--- src/rtl/multicycle_alu_if.sv ---
// Request/response bundle for multicycle_alu: operands and opcode in,
// registered result, flags and handshake out.
interface multicycle_alu_if #(
  parameter int DATA_WIDTH = 32
);
  logic                  start;
  logic [2:0]            ALUop;
  logic [DATA_WIDTH-1:0] a;
  logic [DATA_WIDTH-1:0] b;
  logic [DATA_WIDTH-1:0] result;
  logic [DATA_WIDTH-1:0] result_hi;
  logic                  zero;
  logic                  div_by_zero;
  logic                  busy;
  logic                  done;

  modport master (
    output start, ALUop, a, b,
    input  result, result_hi, zero, div_by_zero, busy, done
  );

  modport slave (
    input  start, ALUop, a, b,
    output result, result_hi, zero, div_by_zero, busy, done
  );
endinterface

--- src/rtl/multicycle_alu.sv ---
// Multicycle ALU: single-cycle logic/arith ops plus iterative shift-add
// multiply and restoring divide, one bit per clock.
module multicycle_alu #(
  parameter int DATA_WIDTH = 32
) (
  input  logic            clk,
  input  logic            reset,
  multicycle_alu_if.slave alu
);
  localparam int DW = DATA_WIDTH;
  localparam int CW = $clog2(DW);
  localparam logic [CW-1:0] LAST_ITER = CW'(DW - 1);

  localparam logic [2:0] OP_AND  = 3'b000;
  localparam logic [2:0] OP_OR   = 3'b001;
  localparam logic [2:0] OP_ADD  = 3'b010;
  localparam logic [2:0] OP_MULU = 3'b011;
  localparam logic [2:0] OP_DIVU = 3'b100;
  localparam logic [2:0] OP_SLTU = 3'b101;
  localparam logic [2:0] OP_SUB  = 3'b110;
  localparam logic [2:0] OP_SLT  = 3'b111;

  typedef enum logic [1:0] {S_IDLE, S_MUL, S_DIV, S_DONE} state_t;

  state_t        r_state;
  logic [CW-1:0] r_count;
  logic [DW-1:0] r_hi;     // partial product high half / running remainder
  logic [DW-1:0] r_lo;     // multiplier bits / dividend-then-quotient bits
  logic [DW-1:0] r_opnd;   // multiplicand / divisor
  logic [DW-1:0] r_result;
  logic [DW-1:0] r_result_hi;
  logic          r_zero;
  logic          r_dbz;
  logic          r_busy;
  logic          r_done;

  logic [DW-1:0] w_alu;
  logic [DW:0]   w_mul_sum;
  logic [DW-1:0] w_mul_hi_next;
  logic [DW-1:0] w_mul_lo_next;
  logic [DW:0]   w_div_shift;
  logic [DW:0]   w_div_diff;
  logic          w_div_ge;
  logic [DW-1:0] w_div_rem_next;
  logic [DW-1:0] w_div_quo_next;

  always_comb begin
    w_alu = '0;
    case (alu.ALUop)
      OP_AND:  w_alu = alu.a & alu.b;
      OP_OR:   w_alu = alu.a | alu.b;
      OP_ADD:  w_alu = alu.a + alu.b;
      OP_SUB:  w_alu = alu.a - alu.b;
      OP_SLT:  w_alu = {{(DW-1){1'b0}}, ($signed(alu.a) < $signed(alu.b))};
      OP_SLTU: w_alu = {{(DW-1){1'b0}}, (alu.a < alu.b)};
      default: w_alu = '0;
    endcase
  end

  // One shift-add step: the carry out of the add shifts into the high half.
  assign w_mul_sum     = {1'b0, r_hi} + (r_lo[0] ? {1'b0, r_opnd} : {(DW+1){1'b0}});
  assign w_mul_hi_next = w_mul_sum[DW:1];
  assign w_mul_lo_next = {w_mul_sum[0], r_lo[DW-1:1]};

  // One restoring-divide step; bit DW of the difference is the borrow.
  assign w_div_shift    = {r_hi, r_lo[DW-1]};
  assign w_div_diff     = w_div_shift - {1'b0, r_opnd};
  assign w_div_ge       = ~w_div_diff[DW];
  assign w_div_rem_next = w_div_ge ? w_div_diff[DW-1:0] : w_div_shift[DW-1:0];
  assign w_div_quo_next = {r_lo[DW-2:0], w_div_ge};

  always_ff @(posedge clk) begin
    if (reset) begin
      r_state     <= S_IDLE;
      r_count     <= '0;
      r_hi        <= '0;
      r_lo        <= '0;
      r_opnd      <= '0;
      r_result    <= '0;
      r_result_hi <= '0;
      r_zero      <= 1'b1;
      r_dbz       <= 1'b0;
      r_busy      <= 1'b0;
      r_done      <= 1'b0;
    end else begin
      case (r_state)
        S_IDLE: begin
          if (alu.start) begin
            r_busy  <= 1'b1;
            r_dbz   <= 1'b0;
            r_count <= '0;
            r_hi    <= '0;
            if (alu.ALUop == OP_MULU) begin
              r_state <= S_MUL;
              r_lo    <= alu.b;
              r_opnd  <= alu.a;
            end else if (alu.ALUop == OP_DIVU && alu.b != '0) begin
              r_state <= S_DIV;
              r_lo    <= alu.a;
              r_opnd  <= alu.b;
            end else if (alu.ALUop == OP_DIVU) begin
              r_state     <= S_DONE;
              r_result    <= '1;
              r_result_hi <= alu.a;
              r_zero      <= 1'b0;
              r_dbz       <= 1'b1;
              r_done      <= 1'b1;
            end else begin
              r_state     <= S_DONE;
              r_result    <= w_alu;
              r_result_hi <= '0;
              r_zero      <= (w_alu == '0);
              r_done      <= 1'b1;
            end
          end
        end
        S_MUL: begin
          r_hi    <= w_mul_hi_next;
          r_lo    <= w_mul_lo_next;
          r_count <= r_count + 1'b1;
          if (r_count == LAST_ITER) begin
            r_state     <= S_DONE;
            r_result    <= w_mul_lo_next;
            r_result_hi <= w_mul_hi_next;
            r_zero      <= (w_mul_lo_next == '0);
            r_done      <= 1'b1;
          end
        end
        S_DIV: begin
          r_hi    <= w_div_rem_next;
          r_lo    <= w_div_quo_next;
          r_count <= r_count + 1'b1;
          if (r_count == LAST_ITER) begin
            r_state     <= S_DONE;
            r_result    <= w_div_quo_next;
            r_result_hi <= w_div_rem_next;
            r_zero      <= (w_div_quo_next == '0);
            r_done      <= 1'b1;
          end
        end
        default: begin
          r_state <= S_IDLE;
          r_done  <= 1'b0;
          r_busy  <= 1'b0;
        end
      endcase
    end
  end

  assign alu.result      = r_result;
  assign alu.result_hi   = r_result_hi;
  assign alu.zero        = r_zero;
  assign alu.div_by_zero = r_dbz;
  assign alu.busy        = r_busy;
  assign alu.done        = r_done;
endmodule

--- src/flat_wrapper.sv ---
// flat-port wrapper written by rule: the top's interface ports become plain ports
module multicycle_alu_flat 
#(
  parameter int DATA_WIDTH = 32
)
  (clk, reset, alu_start, alu_ALUop, alu_a, alu_b, alu_result, alu_result_hi, alu_zero, alu_div_by_zero, alu_busy, alu_done);
  multicycle_alu_if #(.DATA_WIDTH(DATA_WIDTH)) alu_i ();
  input  logic clk;
  input  logic reset;
  input wire logic [$bits(alu_i.start)-1:0] alu_start;
  input wire logic [$bits(alu_i.ALUop)-1:0] alu_ALUop;
  input wire logic [$bits(alu_i.a)-1:0] alu_a;
  input wire logic [$bits(alu_i.b)-1:0] alu_b;
  output wire logic [$bits(alu_i.result)-1:0] alu_result;
  output wire logic [$bits(alu_i.result_hi)-1:0] alu_result_hi;
  output wire logic [$bits(alu_i.zero)-1:0] alu_zero;
  output wire logic [$bits(alu_i.div_by_zero)-1:0] alu_div_by_zero;
  output wire logic [$bits(alu_i.busy)-1:0] alu_busy;
  output wire logic [$bits(alu_i.done)-1:0] alu_done;
  assign alu_i.start = alu_start;
  assign alu_i.ALUop = alu_ALUop;
  assign alu_i.a = alu_a;
  assign alu_i.b = alu_b;
  assign alu_result = alu_i.result;
  assign alu_result_hi = alu_i.result_hi;
  assign alu_zero = alu_i.zero;
  assign alu_div_by_zero = alu_i.div_by_zero;
  assign alu_busy = alu_i.busy;
  assign alu_done = alu_i.done;
  multicycle_alu #(.DATA_WIDTH(DATA_WIDTH)) u_core (.clk(clk), .reset(reset), .alu(alu_i));
endmodule
--- config.mk ---
export PLATFORM = sky130hd
export DESIGN_NAME = multicycle_alu_flat
export DESIGN_NICKNAME = d
export VERILOG_FILES = /design/src/rtl/multicycle_alu_if.sv /design/src/rtl/multicycle_alu.sv /design/src/flat_wrapper.sv
export SDC_FILE = /design/constraint.sdc
export NUM_CORES = 1
export LEC_CHECK = 0
export BUFFER_PORTS_ARGS = -buffer_cell sky130_fd_sc_hd__buf_2
export CAP_MARGIN = 25
export CORE_MARGIN = 4
export CORE_UTILIZATION = 24
export CTS_CLUSTER_SIZE = 8
export DETAILED_ROUTE_END_ITERATION = 8
export MAX_ROUTING_LAYER = met4
export SLEW_MARGIN = 20
export SYNTH_ARGS = -nofsm -noshare
export SYNTH_HDL_FRONTEND = slang
export SYNTH_SLANG_ARGS = --single-unit
--- constraint.sdc ---
create_clock -name clk -period 3.8 [get_ports clk]
set_input_delay 0.38 -clock clk [delete_from_list [all_inputs] [get_ports clk]]
set_output_delay 0.38 -clock clk [all_outputs]
set_load 0.01 [all_outputs]
; After elaboration in Yosys (flattened, before gate mapping)
; Cells that the tools add are included.
[word_totals]
output_inout_bits = 68
inputBits = 70
word_cells = 108
regBits = 171
[classes]
magnitude_cmp = 2
n_addsub = 5
n_eq_ne = 17
n_reduce_logical = 20
n_mux = 49
bitwise_logic = 4
[ops]
columns = operator, n
row1 = two-way mux 32 bit, 20
row2 = one-hot mux 32 bit (3 select lines), 4
row3 = one-hot mux 32 bit (6 select lines), 1
row4 = zero test 32 bit, 3
row5 = < comparator 32 bit, 2
row6 = adder 32 x 33 -> 33 bit, 1
row7 = subtractor 33 x 32 -> 33 bit, 1
row8 = adder 32 bit, 1
row9 = bitwise AND 32 bit, 1
row10 = bitwise OR 32 bit, 1
row11 = nonzero test 32 bit, 1
row12 = subtractor 32 bit, 1
row13 = two-way mux 1 bit, 15
row14 = "equality test 3 bit, second input constant", 4
row15 = one-hot mux 5 bit (2 select lines), 1
row16 = AND reduction 2 bit, 5
row17 = "equality test 3 x 2 -> 1 bit, second input constant", 2
row18 = two-way mux 2 bit, 3
row19 = "inequality test 2 x 1 -> 1 bit, second input constant", 3
row20 = "inequality test 2 bit, second input constant", 3
row21 = AND reduction 3 bit, 2
row22 = AND reduction 6 bit, 1
row23 = "adder 5 x 1 -> 5 bit, second input constant", 1
row24 = "equality test 5 bit, second input constant", 1
row25 = other kinds (16), 19

; Logic depth before layout (Yosys ltp)
[logic_depth]
word_depth = 8
ltp_mapped = 18
depth_no_buf = 16

; Worst setup path before layout
; Ideal clock, no wire load.
[synth_timing]
path_kind = input to register
from = in alu_a[0]
to = reg u_core.r_zero (netlist: u_core.alu.zero)
n_path_buf = 0
slack_ns = 0.015
setup_time_ns = 0.070
stages = 16
arrival_ns = 3.715
cell_sequence = inv_1 > ha_1 > inv_1 > fa_1 > nor2b_1 > o311ai_2 > a31oi_1 > o21ba_2 > a31o_2 > a2111oi_4 > o21ai_1 > a211o_1 > o31ai_1 > nand4_1 > or4_1 > a21oi_1
[synth_between]
elab_chain_len = 8
[synth_lines]
columns = element, line_no
row1 = "start, declared", flat_wrapper.sv:12  ; input wire logic [$bits(alu_i.a)-1:0] alu_a;
row2 = "subtractor 32 bit, or another cell as far along", multicycle_alu.sv:53  ; OP_SUB: w_alu = alu.a - alu.b;
row3 = one-hot mux 32 bit (6 select lines) *, multicycle_alu.sv:49  ; case (alu.ALUop)
row4 = zero test 32 bit *, multicycle_alu.sv:112  ; r_zero <= (w_alu == '0);
row5 = two-way mux 1 bit *, multicycle_alu.sv:101  ; end else if (alu.ALUop == OP_DIVU) begin
row6 = two-way mux 1 bit *, multicycle_alu.sv:97  ; end else if (alu.ALUop == OP_DIVU && alu.b != '0) begin
row7 = two-way mux 1 bit *, multicycle_alu.sv:93  ; if (alu.ALUop == OP_MULU) begin
row8 = two-way mux 1 bit *, multicycle_alu.sv:88  ; if (alu.start) begin
row9 = one-hot mux 1 bit (3 select lines) *, multicycle_alu.sv:86  ; case (r_state)
row10 = "end signal, assigned", multicycle_alu.sv:112
row11 = "end signal, assigned", multicycle_alu.sv:125  ; r_zero <= (w_mul_lo_next == '0);
row12 = "end signal, assigned", multicycle_alu.sv:137  ; r_zero <= (w_div_quo_next == '0);
row13 = "end, declared", multicycle_alu.sv:32  ; logic r_zero;
; Mark *: on every way between the ends. The rest lies on a longest branch, timed or not. The select of a mux whose other input is x is not followed.
; A chain may end at the register's enable or synchronous reset.

; Worst setup path after layout
[layout_timing]
from = reg u_core.r_lo[0]
to = reg u_core.r_hi[30]
[layout_between]
elab_chain_len = 3
[layout_lines]
columns = element, line_no
row1 = "start, declared", multicycle_alu.sv:28  ; logic [DW-1:0] r_lo;
row2 = "start signal, assigned", multicycle_alu.sv:95  ; r_lo <= alu.b;
row3 = "start signal, assigned", multicycle_alu.sv:99  ; r_lo <= alu.a;
row4 = "start signal, assigned", multicycle_alu.sv:119  ; r_lo <= w_mul_lo_next;
row5 = two-way mux 32 bit, multicycle_alu.sv:61  ; assign w_mul_sum = {1'b0, r_hi} + (r_lo[0] ? {1'b0, r_opnd} : {(DW+1){1'b0}});
row6 = adder 32 x 33 -> 33 bit, multicycle_alu.sv:61
row7 = one-hot mux 32 bit (3 select lines), multicycle_alu.sv:86
row8 = "end signal, assigned", multicycle_alu.sv:118  ; r_hi <= w_mul_hi_next;
row9 = "end signal, assigned", multicycle_alu.sv:130  ; r_hi <= w_div_rem_next;
row10 = "end, declared", multicycle_alu.sv:27  ; logic [DW-1:0] r_hi;
; Every way passes these cells.

==> results.tsv <==
metric	value	unit
status	complete, no violations	
async_flop_share	0	%
maxSlewViolCount	0	
die_h	272	um
r2r_end	u_core.r_hi[30]	
p_per_area	632	nW/um^2
vias_per_cell	5.20	
fin_crit	3.69	ns
reg2reg_depth	17	
final_hold_viol_count	0	
final_common_cell	buf_4	
worst-slew-pin-transition	0.884	ns
holdWs	0.280	ns
via_count	18800	
maxCapViolations	0	
drt-initial-drc-count	1573	
synth_edf_count	0	
rsz0062_at_grt	true	
start_util	24.3	%
crit_path_max_fanout	10	
gp_congestion	0.964	
ys_warn_count	0	
crit_chain	buf_4 > and2_1 > ha_1 > buf_4 > o21ai_1 > a21oi_1 > a221oi_2 > o311a_4 > o311a_1 > o21bai_1 > a21oi_1 > o31a_1 > o21ai_2 > xor2_1 > a21oi_1 > buf_4 > a211oi_1	
numCtsBuffers	17	
synth-xor-area-share	3.93	%
arrival	4.07	ns
dpl_cell_area	20700	um^2
cp_slowest_cell	o311a_4	
hold_depth	3	
power.total	13.9	mW
grt_max_degree	132	
syn-num-nets	2536	
peakVddDrop	652	uV
synthAdderAreaFrac	13.2	%
worstPathRequired	4.18	ns
hold_class	in -> reg	
hold_start	alu_start	
dpl.cell_count	3566	
fin_tns_setup	0	ns
ios	138	
synth_top_family_by_area	compound AO/OA/AOI/OAI gates	
clock-skew-final	0.0189	ns
antenna_found_initial	3	
avgSynthCellArea	7.28	um^2
cts.sink_count	171	
grt_pass1_wl	107000	um
final_nets	2908	
crit_type	reg -> reg	
drt_first_pass_iters	5	
drtAntennaViolNets	0	
htree_levels	4	
synth.cell_area	16700	um^2
post-place-ws	-0.724	ns
min_to	u_core.alu.div_by_zero	
r2r-start	u_core.r_lo[0]	
power_leakage	9.70	nW
start_kind	register	
worst_path_dominant_cell_family	compound AO/OA/AOI/OAI gates	
finalWirelength	71100	um
final_area	22100	um^2
portBuffers	137	
synth_compound_area_share	31.8	%
setup_violations	0	
grt_usage	19.1	%
dieArea	73800	um^2
cts.path.max_buffers	2	
synth_ff_type	dfxtp_1	
rows	96	
end_kind	register	
cts-root-buf	clkbuf_16	
crit_buf_inv	3	
worst_slack	0.108	ns
layout.cells.non_filler	3611	
max_freq	271	MHz
synth_mux_area_share	3.62	%
grt_pass1_vias	17900	
ys_ff_latch	171	
grt-ovfl-total	0	
fill_cells	7413	
seq_area_frac_synth	20.5	%
rrSetupSlack	0.11	ns
avgRoutedWirePerCell	19.7	um
min_period_over_period	97.1	%
drive_above_1_share	24.4	%
netlist-cell-type-count	80	
slowest_delay	0.35	ns
cts_tree	done	
area_growth	32.4	%
timing.slew.headroom	41.0	%
hpwl	56600	um
synth_simple_gate_area_share	19.4	%
fp.coreArea	68700	um^2
fin_util	32.1	%
clock_latency	0.47	ns
most-common-layout-cells	348 x buf_4, 234 x a21oi_1, 217 x nor2_1, 201 x nand2_1, 175 x inv_1	
ctsHoldBuffers	0	
syn_inst	2292	
die_x	272	um
drc	0	
clkTransAtPathRegs	0.08	ns
-- worst min-delay path: cells and delay by family --
kind	cells	cell delay, ns
buffers and inverters	1	0.16
and+or+nand+nor	1	0.10
AOI/OAI and AO/OA	1	0.06
-- worst max path at each step --
| stage | startpoint | depth (start not counted) | end | slack [ns] |
|---|---|---|---|---|
| global placement | alu_a[0] | 18 | u_core.alu.zero | -0.63 |
| detailed placement | alu_a[0] | 16 | u_core.alu.zero | -0.72 |
| global route | u_core.r_lo[31] | 20 | u_core.alu.result_hi[9] | -0.06 |
| finish | u_core.r_lo[0] | 17 | u_core.r_hi[30] | 0.11 |
| CTS | u_core.r_lo[0] | 16 | u_core.r_hi[30] | 0.004 |
| floorplan | alu_a[0] | 16 | u_core.alu.zero | 0.01 |
-- power breakdown --
group          switching (mW)  internal [mW]
clock network            1.00          0.931
registers               0.457           2.34
logic                    5.23           3.98
-- state kept, by name, summed over array words and instances (netlist names), 2 cells and up --
signal and cells:
u_core.r_count 5, u_core.alu.result_hi 32, u_core.r_state 2, u_core.r_lo 32
u_core.alu.result 32, u_core.r_hi 32, u_core.r_opnd 32
-- cells by family after synthesis --
family | count (synthesis)
AO/OA/AOI/OAI | 781
AND/OR/NAND/NOR | 709
buffers and inverters | 323
adder cells (fa/ha/maj) | 174
flip-flops | 171
XOR/XNOR | 74
multiplexers | 60
-- repair_timing --
item / CTS / global route
setup buffers: 3 / 5
setup endpoints to repair: 45 / 56
gates resized for setup: 42 / 77
endpoints found under the hold margin: 0 / 0
pin swaps: 17 / 34
cloned: 3 / 0
-- final cells by class --
class / instances / area, um^2 / area share (%)
clock buffers: 17 / 425 / 1.93
repair buffers: 498 / 3560 / 16.1
well taps: 931 / 1160 / 5.28
diodes: 3 / 7.51 / 0.0340
inverters: 178 / 671 / 3.04
clock inverters: 15 / 228 / 1.03
flip-flops and latches: 171 / 3430 / 15.5
multi-input cells: 1798 / 12600 / 57.1
-- synth_stat cells, types with 22 or more instances --
cell	n	share of area, %
a211oi_1	63	2.8
a21o_1	31	1.4
a21oi_1	247	7.4
a221o_1	33	2.0
a221oi_1	30	1.6
and2_1	39	1.5
clkbuf_1	109	2.5
dfxtp_1	171	21
ha_1	170	13
inv_1	177	4.0
mux2i_1	58	3.5
nand2_1	202	4.5
nand3_1	67	2.0
nand4_1	25	0.94
nor2_1	218	4.9
nor3_1	65	2.0
nor4_1	26	0.98
o211ai_1	60	2.7
o21ai_0	89	2.7
o22ai_1	32	1.2
xnor2_1	51	2.7
xor2_1	22	1.2
-- metal layers --
metal | track usage (%) | wire (um) | vias to the layer above
met1 | 24.9 | 31500 | 8878
met3 | 1.84 | 4230 | 100
li1 | - | - | 9106
met2 | 30.8 | 32900 | 680
met5 | - | 0 | -
met4 | 7.02 | 2470 | 0
No activity file was read; power rests on OpenSTA's default activity.
